### config.mk
export PLATFORM = sky130hd
export DESIGN_NAME = two_of_five_tx
export DESIGN_NICKNAME = d
export VERILOG_FILES = /design/src/rtl/tof_pkg.sv /design/src/rtl/tof_digit_encoder.sv /design/src/rtl/two_of_five_tx.sv
export SDC_FILE = /design/constraint.sdc
export NUM_CORES = 1
export LEC_CHECK = 0
export ABC_AREA = 1
export CORE_UTILIZATION = 40
export CTS_CLUSTER_DIAMETER = 30
export DETAILED_ROUTE_END_ITERATION = 10
export DONT_BUFFER_PORTS = 1
export PLACE_DENSITY_LB_ADDON = 0.05
export SLEW_MARGIN = 10
export SYNTH_ARGS = -nofsm -noshare
export SYNTH_HDL_FRONTEND = slang
export SYNTH_SLANG_ARGS = --single-unit
### constraint.sdc
create_clock -name clk -period 2 [get_ports clk]
set_input_delay 0.5 -clock clk [delete_from_list [all_inputs] [get_ports clk]]
set_output_delay 0.5 -clock clk [all_outputs]
set_load 0.02 [all_outputs]
### src/rtl/tof_pkg.sv
// Shared types and the 2-out-of-5 code table (weights 7-4-2-1-0, bits a..e).
package tof_pkg;

  localparam int CODE_W  = 5;
  localparam int DIGIT_W = 4;

  typedef enum logic [1:0] {
    IDLE  = 2'd0,
    SHIFT = 2'd1,
    GAP   = 2'd2,
    CHECK = 2'd3
  } state_e;

  typedef logic [CODE_W-1:0]  code_t;
  typedef logic [DIGIT_W-1:0] digit_t;

  // Codeword {a,b,c,d,e}; zero returned for anything that is not a BCD digit.
  function automatic code_t tof_encode(input digit_t d);
    code_t c;
    case (d)
      4'd0:    c = 5'b11000;
      4'd1:    c = 5'b00011;
      4'd2:    c = 5'b00101;
      4'd3:    c = 5'b00110;
      4'd4:    c = 5'b01001;
      4'd5:    c = 5'b01010;
      4'd6:    c = 5'b01100;
      4'd7:    c = 5'b10001;
      4'd8:    c = 5'b10010;
      4'd9:    c = 5'b10100;
      default: c = 5'b00000;
    endcase
    return c;
  endfunction

endpackage

### src/rtl/tof_digit_encoder.sv
// Combinational BCD -> 2-of-5 lookup with an out-of-range flag.
module tof_digit_encoder
  import tof_pkg::*;
(
  input  logic [DIGIT_W-1:0] digit,
  output logic [CODE_W-1:0]  code,
  output logic               invalid
);

  assign code    = tof_encode(digit);
  assign invalid = (digit > 4'd9);

endmodule

### src/rtl/two_of_five_tx.sv
// 2-of-5 serial transmitter: accepts BCD digits on valid/ready, sends each
// codeword MSB (bit a) first, BIT_CYCLES clocks per bit, then GAP_CYCLES idle.
// Optional feature macro TOF_CHECK_DIGIT_EN: appends a mod-10 check digit
// frame after any digit accepted with in_last=1.
module two_of_five_tx
  import tof_pkg::*;
#(
  parameter int BIT_CYCLES = 4,
  parameter int GAP_CYCLES = 2
) (
  input  logic               clk,
  input  logic               rst,
  input  logic [DIGIT_W-1:0] in_digit,
  input  logic               in_valid,
  input  logic               in_last,
  output logic               in_ready,
  output logic               tx_bit,
  output logic               tx_frame,
  output logic [CODE_W-1:0]  code,
  output logic               err
);

  localparam int CYC_W = (BIT_CYCLES > 1) ? $clog2(BIT_CYCLES) : 1;
  localparam int GAP_W = (GAP_CYCLES > 1) ? $clog2(GAP_CYCLES) : 1;
  localparam int BIT_W = $clog2(CODE_W);

  localparam logic [CYC_W-1:0] CYC_LAST = CYC_W'(BIT_CYCLES - 1);
  localparam logic [GAP_W-1:0] GAP_LAST = GAP_W'((GAP_CYCLES > 0) ? GAP_CYCLES - 1 : 0);
  localparam logic [BIT_W-1:0] BIT_LAST = BIT_W'(CODE_W - 1);

  state_e             state_q, state_d;
  code_t              code_q, code_d;
  logic [BIT_W-1:0]   bit_q, bit_d;
  logic [CYC_W-1:0]   cyc_q, cyc_d;
  logic [GAP_W-1:0]   gap_q, gap_d;
  logic               err_q, err_d;

  digit_t             enc_in;
  code_t              enc_code;
  logic               enc_invalid;
  code_t              cur_code;
  state_e             after_data;
  logic               accept, sending, in_gap, frame_end, gap_end;

  assign accept    = (state_q == IDLE) && in_valid;
  assign frame_end = (cyc_q == CYC_LAST) && (bit_q == BIT_LAST);
  assign gap_end   = (gap_q == GAP_LAST);

`ifdef TOF_CHECK_DIGIT_EN
  digit_t           sum_q, sum_d;
  logic             pend_q, pend_d;
  logic             ck_gap_q, ck_gap_d;
  digit_t           chk_digit;
  logic [DIGIT_W:0] sum_ext;

  assign chk_digit  = (sum_q == 4'd0) ? 4'd0 : 4'd10 - sum_q;
  assign sum_ext    = {1'b0, sum_q} + {1'b0, in_digit};
  assign sending    = (state_q == SHIFT) || ((state_q == CHECK) && !ck_gap_q);
  assign in_gap     = (state_q == GAP) || ((state_q == CHECK) && ck_gap_q);
  assign after_data = pend_q ? CHECK : IDLE;
  // The check digit shares the single encoder; in CHECK its code comes straight from it.
  assign enc_in     = (state_q == CHECK) ? chk_digit : in_digit;
  assign cur_code   = (state_q == CHECK) ? enc_code : code_q;
`else
  logic unused_in_last;

  assign unused_in_last = in_last;
  assign sending    = (state_q == SHIFT);
  assign in_gap     = (state_q == GAP);
  assign after_data = IDLE;
  assign enc_in     = in_digit;
  assign cur_code   = code_q;
`endif

  tof_digit_encoder u_enc (
    .digit   (enc_in),
    .code    (enc_code),
    .invalid (enc_invalid)
  );

  // State, counters and holding registers; reset aborts any frame in progress.
  always_ff @(posedge clk or posedge rst) begin
    if (rst) begin
      state_q <= IDLE;
      code_q  <= '0;
      bit_q   <= '0;
      cyc_q   <= '0;
      gap_q   <= '0;
      err_q   <= 1'b0;
    end else begin
      // NOTE: non-blocking assignments so every flop samples pre-edge values.
      state_q <= state_d;
      code_q  <= code_d;
      bit_q   <= bit_d;
      cyc_q   <= cyc_d;
      gap_q   <= gap_d;
      err_q   <= err_d;
    end
  end

  // Next-state decode.
  always_comb begin
    // NOTE: default first so no path leaves state_d unassigned (no latch).
    state_d = state_q;
    case (state_q)
      IDLE: begin
        if (in_valid) begin
          if (!enc_invalid) state_d = SHIFT;
`ifdef TOF_CHECK_DIGIT_EN
          else if (in_last) state_d = CHECK;
`endif
        end
      end
      SHIFT: if (frame_end) state_d = (GAP_CYCLES > 0) ? GAP : after_data;
      GAP:   if (gap_end) state_d = after_data;
`ifdef TOF_CHECK_DIGIT_EN
      CHECK: if (ck_gap_q ? gap_end : (frame_end && (GAP_CYCLES == 0))) state_d = IDLE;
`endif
      default: state_d = IDLE;
    endcase
  end

  // Bit/cycle/gap counters, codeword capture and the error pulse.
  always_comb begin
    code_d = code_q;
    bit_d  = '0;
    cyc_d  = '0;
    gap_d  = '0;
    err_d  = accept && enc_invalid;
    if (accept && !enc_invalid) code_d = enc_code;
    if (sending) begin
      if (cyc_q == CYC_LAST) begin
        bit_d = (bit_q == BIT_LAST) ? '0 : bit_q + 1'b1;
      end else begin
        bit_d = bit_q;
        cyc_d = cyc_q + 1'b1;
      end
    end
    if (in_gap && !gap_end) gap_d = gap_q + 1'b1;
  end

`ifdef TOF_CHECK_DIGIT_EN
  // Message checksum, pending-check flag and CHECK sub-phase.
  always_ff @(posedge clk or posedge rst) begin
    if (rst) begin
      sum_q    <= '0;
      pend_q   <= 1'b0;
      ck_gap_q <= 1'b0;
    end else begin
      sum_q    <= sum_d;
      pend_q   <= pend_d;
      ck_gap_q <= ck_gap_d;
    end
  end

  // Accumulate valid digits mod 10; clear everything once the check frame is done.
  always_comb begin
    sum_d    = sum_q;
    pend_d   = pend_q;
    ck_gap_d = ck_gap_q;
    if (accept) begin
      if (!enc_invalid) sum_d = (sum_ext >= 5'd10) ? DIGIT_W'(sum_ext - 5'd10) : sum_ext[DIGIT_W-1:0];
      // An invalid closing digit jumps straight to CHECK, so nothing is left pending.
      pend_d = in_last && !enc_invalid;
    end
    if (state_q == CHECK) begin
      pend_d = 1'b0;
      if (!ck_gap_q && frame_end && (GAP_CYCLES > 0)) ck_gap_d = 1'b1;
      if (state_d == IDLE) begin
        ck_gap_d = 1'b0;
        sum_d    = '0;
      end
    end
  end
`endif

  // Outputs: serial line and code are forced to 0 outside a frame.
  always_comb begin
    in_ready = (state_q == IDLE);
    tx_frame = sending;
    code     = sending ? cur_code : '0;
    tx_bit   = sending ? cur_code[BIT_LAST - bit_q] : 1'b0;
    err      = err_q;
  end

endmodule

### Word-level counts from Yosys, hierarchy flattened

Memories as Yosys holds them, arrays and structs flattened. A register that Yosys moved wholly into a read port is not among the register bits.
Cells that the tools add are included.

* add/subtract/negate cells: 4
* $mul: 0
* divide/modulo/power cells: 0
* order comparisons: 2
* equal/unequal tests: 9
* shift-type cells: 0
* multiplexer cells: 15
* bitwise logic cells: 0
* reduce and logical (&&, ||, !) cells: 9

Operator list (count)
* $mux 2: 6
* $mux 3: 3
* $ne 2x2->1 const B: 3
* $pmux 2 s3: 1
* $logic_and 1x1->1: 5
* $mux 5: 1
* $eq 2x2->1 const B: 2
* $gt 4x4->1 const B: 1
* $lt 3x4->1 const B: 1
* $ne 2x1->1 const B: 2
* $reduce_and 4->1: 1
* $add 3x1->3 const B: 1
* $bmux 1 s3: 1
* $eq 3x3->1 const B: 1
* $mux 1: 3
* $sub 3x3->3 const A: 1
* $add 2x1->2 const B: 1
* $eq 2x1->1 const B: 1
* $logic_not 1->1: 2
* $logic_not 2->1: 1
* $add 1x1->1 const B: 1

* register bits: 9
* bits in latches: 0
* RAM bits: 0
* memory bits (read-only): 80
* input bits: 8
* output and inout port bits: 9
* logic and storage cells: 45
* memories: 1

Memories
* (name not given): depth 16, width 5, read ports 1, clocked after memory_dff 1, wr ports 0, RTL line tof_pkg.sv:20 `case (d)`

### Longest topological paths before layout

Gate-level depths: netlist (run 1).

* word-level depth: 4
* depth in mapped cells: 8
* depth with buffers taken out: 8

### Cells and area by module

Synthesis (run 1) repeated with hierarchy kept, for this count alone.

* cells, all modules: 122
* area total of the unflattened synthesis: 957.2 um2

By module, submodules not included
* two_of_five_tx: times used 1, cells an instance 86, area each 752.0 um2, seq. area each 350.3 um2
* tof_digit_encoder: times used 1, cells an instance 36, area each 205.2 um2, seq. area each 0.0 um2

### Least setup slack after synthesis (run 1)

OpenSTA, ideal clock, no wires.

* path type: reg2out
* start: register bit_q[0]
* end: output port tx_bit
* arrival: 1228 ps
* data required time: 1500 ps
* setup slack: 272 ps
* cell stages (with the launch flop): 7
* cell sequence: dfrtp_1 -> inv_1 -> ha_1 -> ha_1 -> nor2_1 -> nand2_1 -> nand2_1

* cells in the longest elaborated chain, start to end: 4

Ends and longest elaborated chain
* start, declared: RTL line two_of_five_tx.sv:33 `logic [BIT_W-1:0] bit_q, bit_d;`
* start signal, assigned: RTL line two_of_five_tx.sv:94 `bit_q <= bit_d;`
* $sub 3x3->3: RTL line two_of_five_tx.sv:182 `tx_bit = sending ? cur_code[BIT_LAST - bit_q] : 1'b0;`
* $bmux 1 s3: RTL line two_of_five_tx.sv:182
* $mux 1 (implied by the code): RTL line two_of_five_tx.sv:182
* $mux 1: RTL line two_of_five_tx.sv:182
* end, declared: RTL line two_of_five_tx.sv:17 `output logic tx_bit,`

Every way passes these cells. The select of a mux whose other input is x is not followed.

### Final worst setup path (run 1)

Same ends and word-level chain as after synthesis.

==> flow_metrics.py, run 1 <==
metrics = {
    "route": {
        "drt-total-wl_um": 1700,
        "drtAntennaViolNets": 0,
        "num_vias": 748,
        "drt-pass1-iter-count": 4,
        "drc_errors": 0,
        "drtIter0Drc": 13,
        "via_per_inst": 4.76,
        "wl_per_cell_um": 10.8,
    },
    "synth": {
        "yosys_warnings": 0,
        "synth_top_area_share_pct": 38.4,
        "synthesis.nets": 141,
        "postSynthAreaPerCell_um2": 7.43,
        "synth.area.top_cells": "dfrtp_1 (38%), nand2_1 (16%), ha_1 (14%), inv_1 (8.2%), nor2_1 (4.9%)",
        "synth.ff_latch_count": 14,
        "synth_cell_types": 16,
        "ys_seq_area_share_pct": 38.4,
        "synth_area_leader_cell": "dfrtp_1",
        "synthCells": 123,
        "syn_area_um2": 913,
    },
    "clocking": {
        "htreeDepth": 1,
        "cts_tree": "yes",
        "insertion_delay_ns": 0.28,
        "cts-buffers-inserted": 3,
        "clockRootBuffer": "clkbuf_4",
        "cts_hold_buf": 0,
        "cts.sinks": 14,
        "clk_pin_slew_worst_paths_ns": 0.08,
        "cts_buffer_depth": 2,
    },
    "sta": {
        "slew_viol_final": 0,
        "setup_tns_ns": 0,
        "finClkSkew_ns": 0.00218,
        "hold_ws_ns": 0.140,
        "grt_setup_unrepaired": "no",
        "tightestPinTransition_ns": 0.535,
        "finalSetupViolCount": 0,
        "slew_headroom_pct": 64.3,
        "fin_ws_ns": 0.0613,
        "finalHoldViolations": 0,
        "finalCritPeriodShare_pct": 96.9,
        "clock.fmax_mhz": 516,
        "min_period_ns": 1.94,
    },
    "worst_setup_path": {
        "cp.arrival_ns": 1.44,
        "cp-end-kind": "output port",
        "critPathKind": "register to output port",
        "rr_worst_depth": 7,
        "path_max_fanout": 3,
        "critPathRequiredTime_ns": 1.50,
        "setup.worst_path.start_class": "register",
    },
    "placed_design": {
        "numPortBuffers": 0,
        "place_congestion": 0.837,
        "dp_slack_ns": 0.222,
        "hpwl_um": 1350,
        "placed_cells": 152,
    },
    "floorplanning": {
        "fp-row-count": 16,
        "start_util_pct": 44.3,
        "io_pins": 17,
        "die_area_um2": 2480,
        "core-area_um2": 2060,
        "die_h_um": 49.8,
        "die_x_um": 49.8,
    },
    "pwr": {
        "leakage_uw": 0.000574,
        "total_power_uw": 1020,
        "power_density_nw_per_um2": 999,
        "ir_drop_mv": 0.535,
    },
    "cells_and_area": {
        "n_fill_cell": 229,
        "area_growth_pct": 12.3,
        "layout.nets": 149,
        "drive_gt1_share_pct": 16.2,
        "final_cell_count_no_fill": 157,
        "n_antenna_cell": 0,
    },
    "status": {
        "status": "finished, final reports clean",
    },
    "job": {
        "cap_violations": 0,
    },
    "worst_hold_path": {
        "min-delay-path-class": "input pin to async pin",
    },
    "global_route": {
        "gr-usage-all-layers_pct": 17.0,
        "antenna_found_initial": 0,
        "grt_pass1_vias": 736,
        "grt_max_degree": 15,
        "grt_overflow": 0,
        "grt_pass1_wl_um": 3160,
    },
}
## logic make-up after synthesis
logic type                 share of synthesized area [%]
and+or+nand+nor                                     32.7
buffers and inverters                               9.04
AOI/OAI and AO/OA                                   5.20
DFF                                                 38.4
adders and majority gates                           13.7
xor gates and xnor gates                           0.959
## repair_timing
action	in CTS	in global routing
setup buffers	1	0
resized for setup	1	3
endpoints found under the setup margin	1	1
pin swaps	2	3
## worst max-delay path: stages (launching register included)
cell	delay [ns]
dfrtp_1	0.40
inv_1	0.08
ha_2	0.29
inv_1	0.07
nand3_1	0.07
nand2_1	0.07
nand2_1	0.06
nand2_2	0.11
## state kept, by name, summed over array words and instances, names as in the netlist
signal	flops
err	1
bit_q	3
state_q	2
gap_end	1
code_q	5
cyc_q	2
## metrics by stage
stage,util (%),area [um2]
final,49.8,1030
after global routing,49.8,1030
after CTS,48.9,1010
after detailed placement,46.7,962
after global placement,46.7,962
after floorplan,-,913
## power breakdown
part           switching [uW]  internal, uW
clock                    91.8           111
sequential               50.5           373
combinational             284           114
## cells in the final DEF, fill, tap and decap left out, types with 2 or more instances in the layout
cell / count
ha_1: 8
o21ai_2: 2
clkbuf_4: 3
nand3_1: 8
nor2_2: 2
buf_4: 3
o21ai_0: 5
nand4_1: 4
nor2_1: 11
nand2_1: 37
inv_2: 2
dfrtp_1: 14
nand2_2: 4
inv_1: 20
## per-layer routing
layer | global-route usage, % | wire length (um)
met1 | 24.6 | 917
met2 | 23.9 | 673
met3 | 6.17 | 97
met4 | 4.29 | 12
met5 | 0 | 0
## cells in the mapped netlist
cell     count
nand2_1     38
inv_1       20
dfrtp_1     14
nor2_1      12
ha_1        10
nand3_1      8
o21ai_0      5
nand4_1      4
nand2_2      3
inv_2        2
o21ai_2      2
a21oi_1      1
nand2_4      1
nand3_2      1
nor2_2       1
xor2_1       1
## layout make-up
type / instances / area (um2) / area share (%)
multi-input combinational: 87 / 500 / 48.8
tap: 27 / 33.8 / 3.29
timing repair buffer: 3 / 22.5 / 2.20
sequential: 14 / 350 / 34.1
inverter: 22 / 82.6 / 8.05
clock buffer: 4 / 36.3 / 3.54
## worst paths after layout
kind	slack [ns]	to	start
min in group clk	0.37	err	in_digit[3]
min	0.14	code_q[2]	rst
max reg2reg	0.70	state_q[1]	bit_q[0]
max in group asynchronous	1.51	gap_end	rst
min reg2reg	0.44	cyc_q[0]	cyc_q[0]
max	0.06	tx_bit	bit_q[0]
(Power assumes the default switching activity.)
==> run 2: changes to the inputs <==
--- a/config.mk
+++ b/config.mk
@@ -6,6 +6,7 @@
 export NUM_CORES = 1
 export LEC_CHECK = 0
 export ABC_AREA = 1
+export CAP_MARGIN = 20
 export CORE_UTILIZATION = 40
 export CTS_CLUSTER_DIAMETER = 30
 export DETAILED_ROUTE_END_ITERATION = 10
==> constraint.sdc (replaced) <==
create_clock -name clk -period 1.95 [get_ports clk]
set_input_delay 0.4875 -clock clk [delete_from_list [all_inputs] [get_ports clk]]
set_output_delay 0.4875 -clock clk [all_outputs]
set_load 0.02 [all_outputs]
==> flow_metrics.py, run 2 (synthesis gave the netlist of run 1 again) <==
metrics = {
    "worst_setup_path": {
        "path_delay_family": "adder cells",
        "cp_cell_sequence": "inv_2 > ha_4 > ha_4 > nand4_1 > nand2_2",
        "r2r_slack_ns": 0.67,
        "path_max_fanout": 2,
        "crit_path_max_incr_delay_ns": 0.39,
        "path_common_cell": "ha_4",
        "cp_num_buf_inv": 1,
        "cp.arrival_ns": 1.40,
        "cp-end-kind": "output port",
        "setup.worst_path.start_class": "register",
        "critPathRequiredTime_ns": 1.46,
        "crit_slowest_cell": "dfrtp_1",
        "critPathKind": "register to output port",
    },
    "placed_design": {
        "numPortBuffers": 0,
        "placed_cells": 152,
        "dp_slack_ns": 0.181,
        "dpl_cell_area_um2": 962,
        "place_congestion": 0.839,
        "hpwl_um": 1370,
    },
    "cells_and_area": {
        "n_antenna_cell": 0,
        "area_growth_pct": 14.2,
        "largest_register_ffs": 5,
        "reg_top3": "code_q: 5 flops, bit_q: 3 flops",
        "final_cell_count_no_fill": 158,
        "layout_commonest_cell": "nand2_1",
        "drive_gt1_share_pct": 18.3,
        "fin_area_um2": 1040,
        "n_fill_cell": 208,
        "layout.nets": 150,
        "regMostFlops": "code_q",
        "layout_common_cells": "nand2_1 (37), inv_1 (18), dfrtp_1 (14), nor2_1 (11)",
    },
    "global_route": {
        "grt_pass1_vias": 759,
        "antenna_found_initial": 0,
        "grt_pass1_wl_um": 3250,
        "grt_overflow": 0,
        "gr-usage-all-layers_pct": 17.3,
        "grt_max_degree": 15,
    },
    "route": {
        "num_vias": 739,
        "drtIter0Drc": 4,
        "wl_per_cell_um": 11.0,
        "via_per_inst": 4.68,
        "drt-pass1-iter-count": 4,
        "drt-total-wl_um": 1740,
        "drtAntennaViolNets": 0,
        "drc_errors": 0,
    },
    "clocking": {
        "cts-buffers-inserted": 3,
        "clk_pin_slew_worst_paths_ns": 0.09,
        "insertion_delay_ns": 0.28,
        "cts.sinks": 14,
        "htreeDepth": 1,
        "cts_tree": "yes",
        "cts_buffer_depth": 2,
        "cts_hold_buf": 0,
        "clockRootBuffer": "clkbuf_4",
    },
    "pwr": {
        "ir_drop_mv": 0.646,
        "sw_frac_of_total_pct": 41.9,
        "seq_power_share_pct": 41.5,
        "intPower_uw": 615,
        "p_sw_uw": 444,
        "total_power_uw": 1060,
        "pwr-share-clk_pct": 19.8,
        "leakage_uw": 0.000581,
        "power_density_nw_per_um2": 1010,
        "combPwrFrac_pct": 38.7,
    },
    "floorplanning": {
        "die_x_um": 49.8,
        "io_pins": 17,
        "start_util_pct": 44.3,
        "die_h_um": 49.8,
        "fp-row-count": 16,
        "die_area_um2": 2480,
        "core-area_um2": 2060,
    },
    "sta": {
        "finClkSkew_ns": 0.00263,
        "fin_ws_ns": 0.0641,
        "grt_setup_unrepaired": "yes",
        "tightestPinTransition_ns": 0.537,
        "finalSetupViolCount": 0,
        "finalCritPeriodShare_pct": 96.7,
        "min_period_ns": 1.89,
        "slew_headroom_pct": 64.2,
        "finalHoldViolations": 0,
        "slew_viol_final": 0,
        "clock.fmax_mhz": 530,
    },
    "worst_hold_path": {
        "min-delay-path-class": "input pin to async pin",
    },
    "status": {
        "status": "finished, final reports clean",
    },
    "job": {
        "cap_violations": 0,
    },
}
[run 2: repair_timing]
item                                    in CTS  in global routing
pin swaps                                    4                  4
gates resized for setup                      4                  3
buffers inserted                             1                  1
endpoints found under the setup margin       1                  1
[run 2: routing by layer]
| metal | share of wire [%] | global-route usage, % | vias up |
|---|---|---|---|
| met5 | 0 | 0 | - |
| met4 | 0.75 | 4.29 | 0 |
| met3 | 5.2 | 5.86 | 2 |
| met2 | 40 | 25.2 | 16 |
| met1 | 54 | 24.5 | 326 |
| li1 | - | - | 395 |
[run 2: stage by stage]
stage,TNS (ns),util [%],hold slack (ns)
after global routing,-0.000248,50.6,0.177
after floorplan,0,-,0.377
final,0,50.6,0.127
after detailed placement,0,46.7,0.445
after global placement,0,46.7,0.424
after CTS,0,49.6,0.143
[run 2: power by group through the flow]
stage               logic, uW  registers (uW)  clock network [uW]
floorplan                 337             432                   0
global placement          402             441                   0
detailed placement        413             446                   0
CTS                       415             440                 215
global route              479             451                 226
finish                    410             440                 209
[run 2: worst reg2reg max path, delay by kind of cell, from the launching register on]
family	cells	cell delay, ns
compound gates	1	0.05
buf+inv	1	0.13
flops	1	0.43
simple gates	4	0.58
[run 2: layout make-up]
type                            instances  area [um2]  area share (%)
Tap cell                               27        33.8            3.24
Clock buffer                            4        36.3            3.48
Timing Repair Buffer                    4        30.0            2.88
Inverter                               22        82.6            7.91
Multi-Input combinational cell         87         510            48.9
Sequential cell                        14         350            33.6
[run 2: worst paths after layout]
check / end / cells past startpoint / start
worst max-delay path: tx_bit / 5 / bit_q[0]
worst min-delay path: code_q[2] / 1 / rst
worst max register to register: code_q[0] / 6 / state_q[0]
worst min register to register: cyc_q[0] / 1 / cyc_q[0]
max in group asynchronous: gap_end / 1 / rst
min in group clk: err / 2 / in_digit[3]
==> run 3: changes to the inputs <==
--- a/config.mk
+++ b/config.mk
@@ -7,11 +7,12 @@
 export LEC_CHECK = 0
 export ABC_AREA = 1
 export CAP_MARGIN = 20
+export CORE_ASPECT_RATIO = 1.1
 export CORE_UTILIZATION = 40
 export CTS_CLUSTER_DIAMETER = 30
 export DETAILED_ROUTE_END_ITERATION = 10
 export DONT_BUFFER_PORTS = 1
-export PLACE_DENSITY_LB_ADDON = 0.05
+export PLACE_DENSITY_LB_ADDON = 0.25
 export SLEW_MARGIN = 10
 export SYNTH_ARGS = -nofsm -noshare
 export SYNTH_HDL_FRONTEND = slang
==> flow_metrics.py, run 3 (synthesis gave the netlist of run 1 again) <==
metrics = {
    "cells_and_area": {
        "layout_commonest_cell": "nand2_1",
        "layout.nets": 149,
        "n_antenna_cell": 0,
        "area_growth_pct": 13.6,
        "largest_register_ffs": 5,
        "drive_gt1_share_pct": 18.5,
        "layout_common_cells": "nand2_1 (37), inv_1 (17), dfrtp_1 (14), nor2_1 (11)",
        "finish.utilization_pct": 49.8,
        "reg_top3": "code_q: 5 flops, bit_q: 3 flops",
        "regMostFlops": "code_q",
    },
    "route": {
        "drt-total-wl_um": 1910,
        "wl_per_cell_um": 12.1,
        "num_vias": 772,
        "drtAntennaViolNets": 0,
        "drt-pass1-iter-count": 5,
        "via_per_inst": 4.89,
        "drtIter0Drc": 20,
        "drc_errors": 0,
    },
    "placed_design": {
        "numPortBuffers": 0,
        "dp_slack_ns": 0.153,
        "place_congestion": 0.837,
        "hpwl_um": 1360,
    },
    "sta": {
        "finalHoldViolations": 0,
        "finalCritPeriodShare_pct": 97.0,
        "finClkSkew_ns": 0.00486,
        "finalSetupViolCount": 0,
        "fin_ws_ns": 0.0587,
        "clock.fmax_mhz": 529,
        "min_period_ns": 1.89,
        "slew_viol_final": 0,
        "tightestPinTransition_ns": 0.550,
        "slew_headroom_pct": 63.3,
    },
    "pwr": {
        "power_density_nw_per_um2": 1020,
        "leakage_uw": 0.000577,
        "ir_drop_mv": 0.688,
        "pwr-share-clk_pct": 19.9,
        "p_sw_uw": 445,
        "seq_power_share_pct": 41.4,
        "intPower_uw": 614,
        "sw_frac_of_total_pct": 42.0,
        "combPwrFrac_pct": 38.7,
    },
    "worst_setup_path": {
        "critPathKind": "register to output port",
        "path_max_fanout": 2,
        "cp_num_buf_inv": 1,
        "crit_slowest_cell": "dfrtp_1",
        "setup.worst_path.start_class": "register",
        "rr_worst_depth": 7,
        "cp-end-kind": "output port",
        "cp.arrival_ns": 1.40,
        "path_common_cell": "ha_4",
        "cp_cell_sequence": "inv_2 > ha_4 > ha_4 > nand4_1 > nand2_2",
        "critPathRequiredTime_ns": 1.46,
        "path_delay_family": "adder cells",
        "crit_path_max_incr_delay_ns": 0.38,
        "crit_cells": 5,
    },
    "clocking": {
        "cts_tree": "yes",
        "cts_hold_buf": 0,
        "clockRootBuffer": "clkbuf_4",
        "clk_pin_slew_worst_paths_ns": 0.09,
        "cts_buffer_depth": 2,
        "cts-buffers-inserted": 3,
        "htreeDepth": 1,
        "cts.sinks": 14,
        "insertion_delay_ns": 0.28,
    },
    "global_route": {
        "gr-usage-all-layers_pct": 18.2,
        "grt_pass1_wl_um": 3150,
        "grt_max_degree": 15,
        "antenna_found_initial": 0,
        "grt_pass1_vias": 743,
        "grt_overflow": 0,
    },
    "floorplanning": {
        "die_x_um": 47.6,
        "start_util_pct": 43.8,
        "core-area_um2": 2080,
        "fp-row-count": 17,
        "die_h_um": 52.1,
        "io_pins": 17,
        "die_area_um2": 2480,
    },
    "worst_hold_path": {
        "min-delay-path-class": "input pin to async pin",
    },
    "job": {
        "cap_violations": 0,
    },
    "status": {
        "status": "finished, final reports clean",
    },
}
-- run 3: cell types whose count changed in the layout (fill, tap and decap cells not counted), sizes merged --
cell / delta
buf: -1
-- run 3: timing repair --
action / CTS / global route
resized for setup: 4 / 4
endpoints found under the setup margin: 1 / 1
buffers inserted: 1 / 0
pin swaps: 4 / 2
endpoints found under the hold margin: 0 / 0
-- run 3: through the flow --
stage | total power, uW | std cells | setup TNS, ns | cell area (um2) | hold WS, ns
6_report | 1060 | 158 | 0 | 1040 | 0.129
5_1_grt | 1140 | 158 | -0.00348 | 1040 | 0.183
4_1_cts | 1070 | 158 | 0 | 1020 | 0.146
3_5_place_dp | 852 | 153 | 0 | 963 | 0.438
3_3_place_gp | 838 | 153 | 0 | 963 | 0.429
2_1_floorplan | 769 | 123 | 0 | 913 | 0.377
-- run 3: worst paths after layout --
path | startpoint | endpoint | slack [ns]
worst max-delay path | bit_q[0] | tx_bit | 0.06
worst min-delay path | rst | bit_q[1] | 0.13
worst max register to register | bit_q[0] | state_q[1] | 0.68
worst min register to register | cyc_q[0] | cyc_q[0] | 0.44
max in group asynchronous | rst | code_q[3] | 1.46
min in group clk | in_digit[3] | err | 0.37
-- run 3: worst register-to-register path, stage by stage (launching register included) --
cell,delay (ns)
dfrtp_1,0.41
inv_2,0.09
ha_4,0.14
ha_4,0.12
inv_1,0.07
o21ai_0,0.24
nand2_1,0.08
nand2_1,0.06
-- run 3: final cells by class --
cell class	count	area, um2
inverters	22	82.6
repair buffers	3	22.5
flip-flops and latches	14	350
multi-input cells	87	510
clock buffers	4	36.3
well taps	28	35.0
fillers	231	1050
-- run 3: power by group through the flow --
stage / clock [uW] / sequential, uW / combinational, uW
2_1_floorplan: 0 / 432 / 337
3_3_place_gp: 0 / 442 / 397
3_5_place_dp: 0 / 446 / 406
4_1_cts: 216 / 440 / 409
5_1_grt: 227 / 449 / 467
6_report: 211 / 439 / 409
-- run 3: layer usage --
layer | share of wire, % | vias up | GRT usage, %
met3 | 6.2 | 2 | 5.21
met2 | 47 | 27 | 29.2
li1 | - | 393 | -
met4 | 0.73 | 0 | 4.17
met5 | 0 | - | 0
met1 | 46 | 350 | 23.7
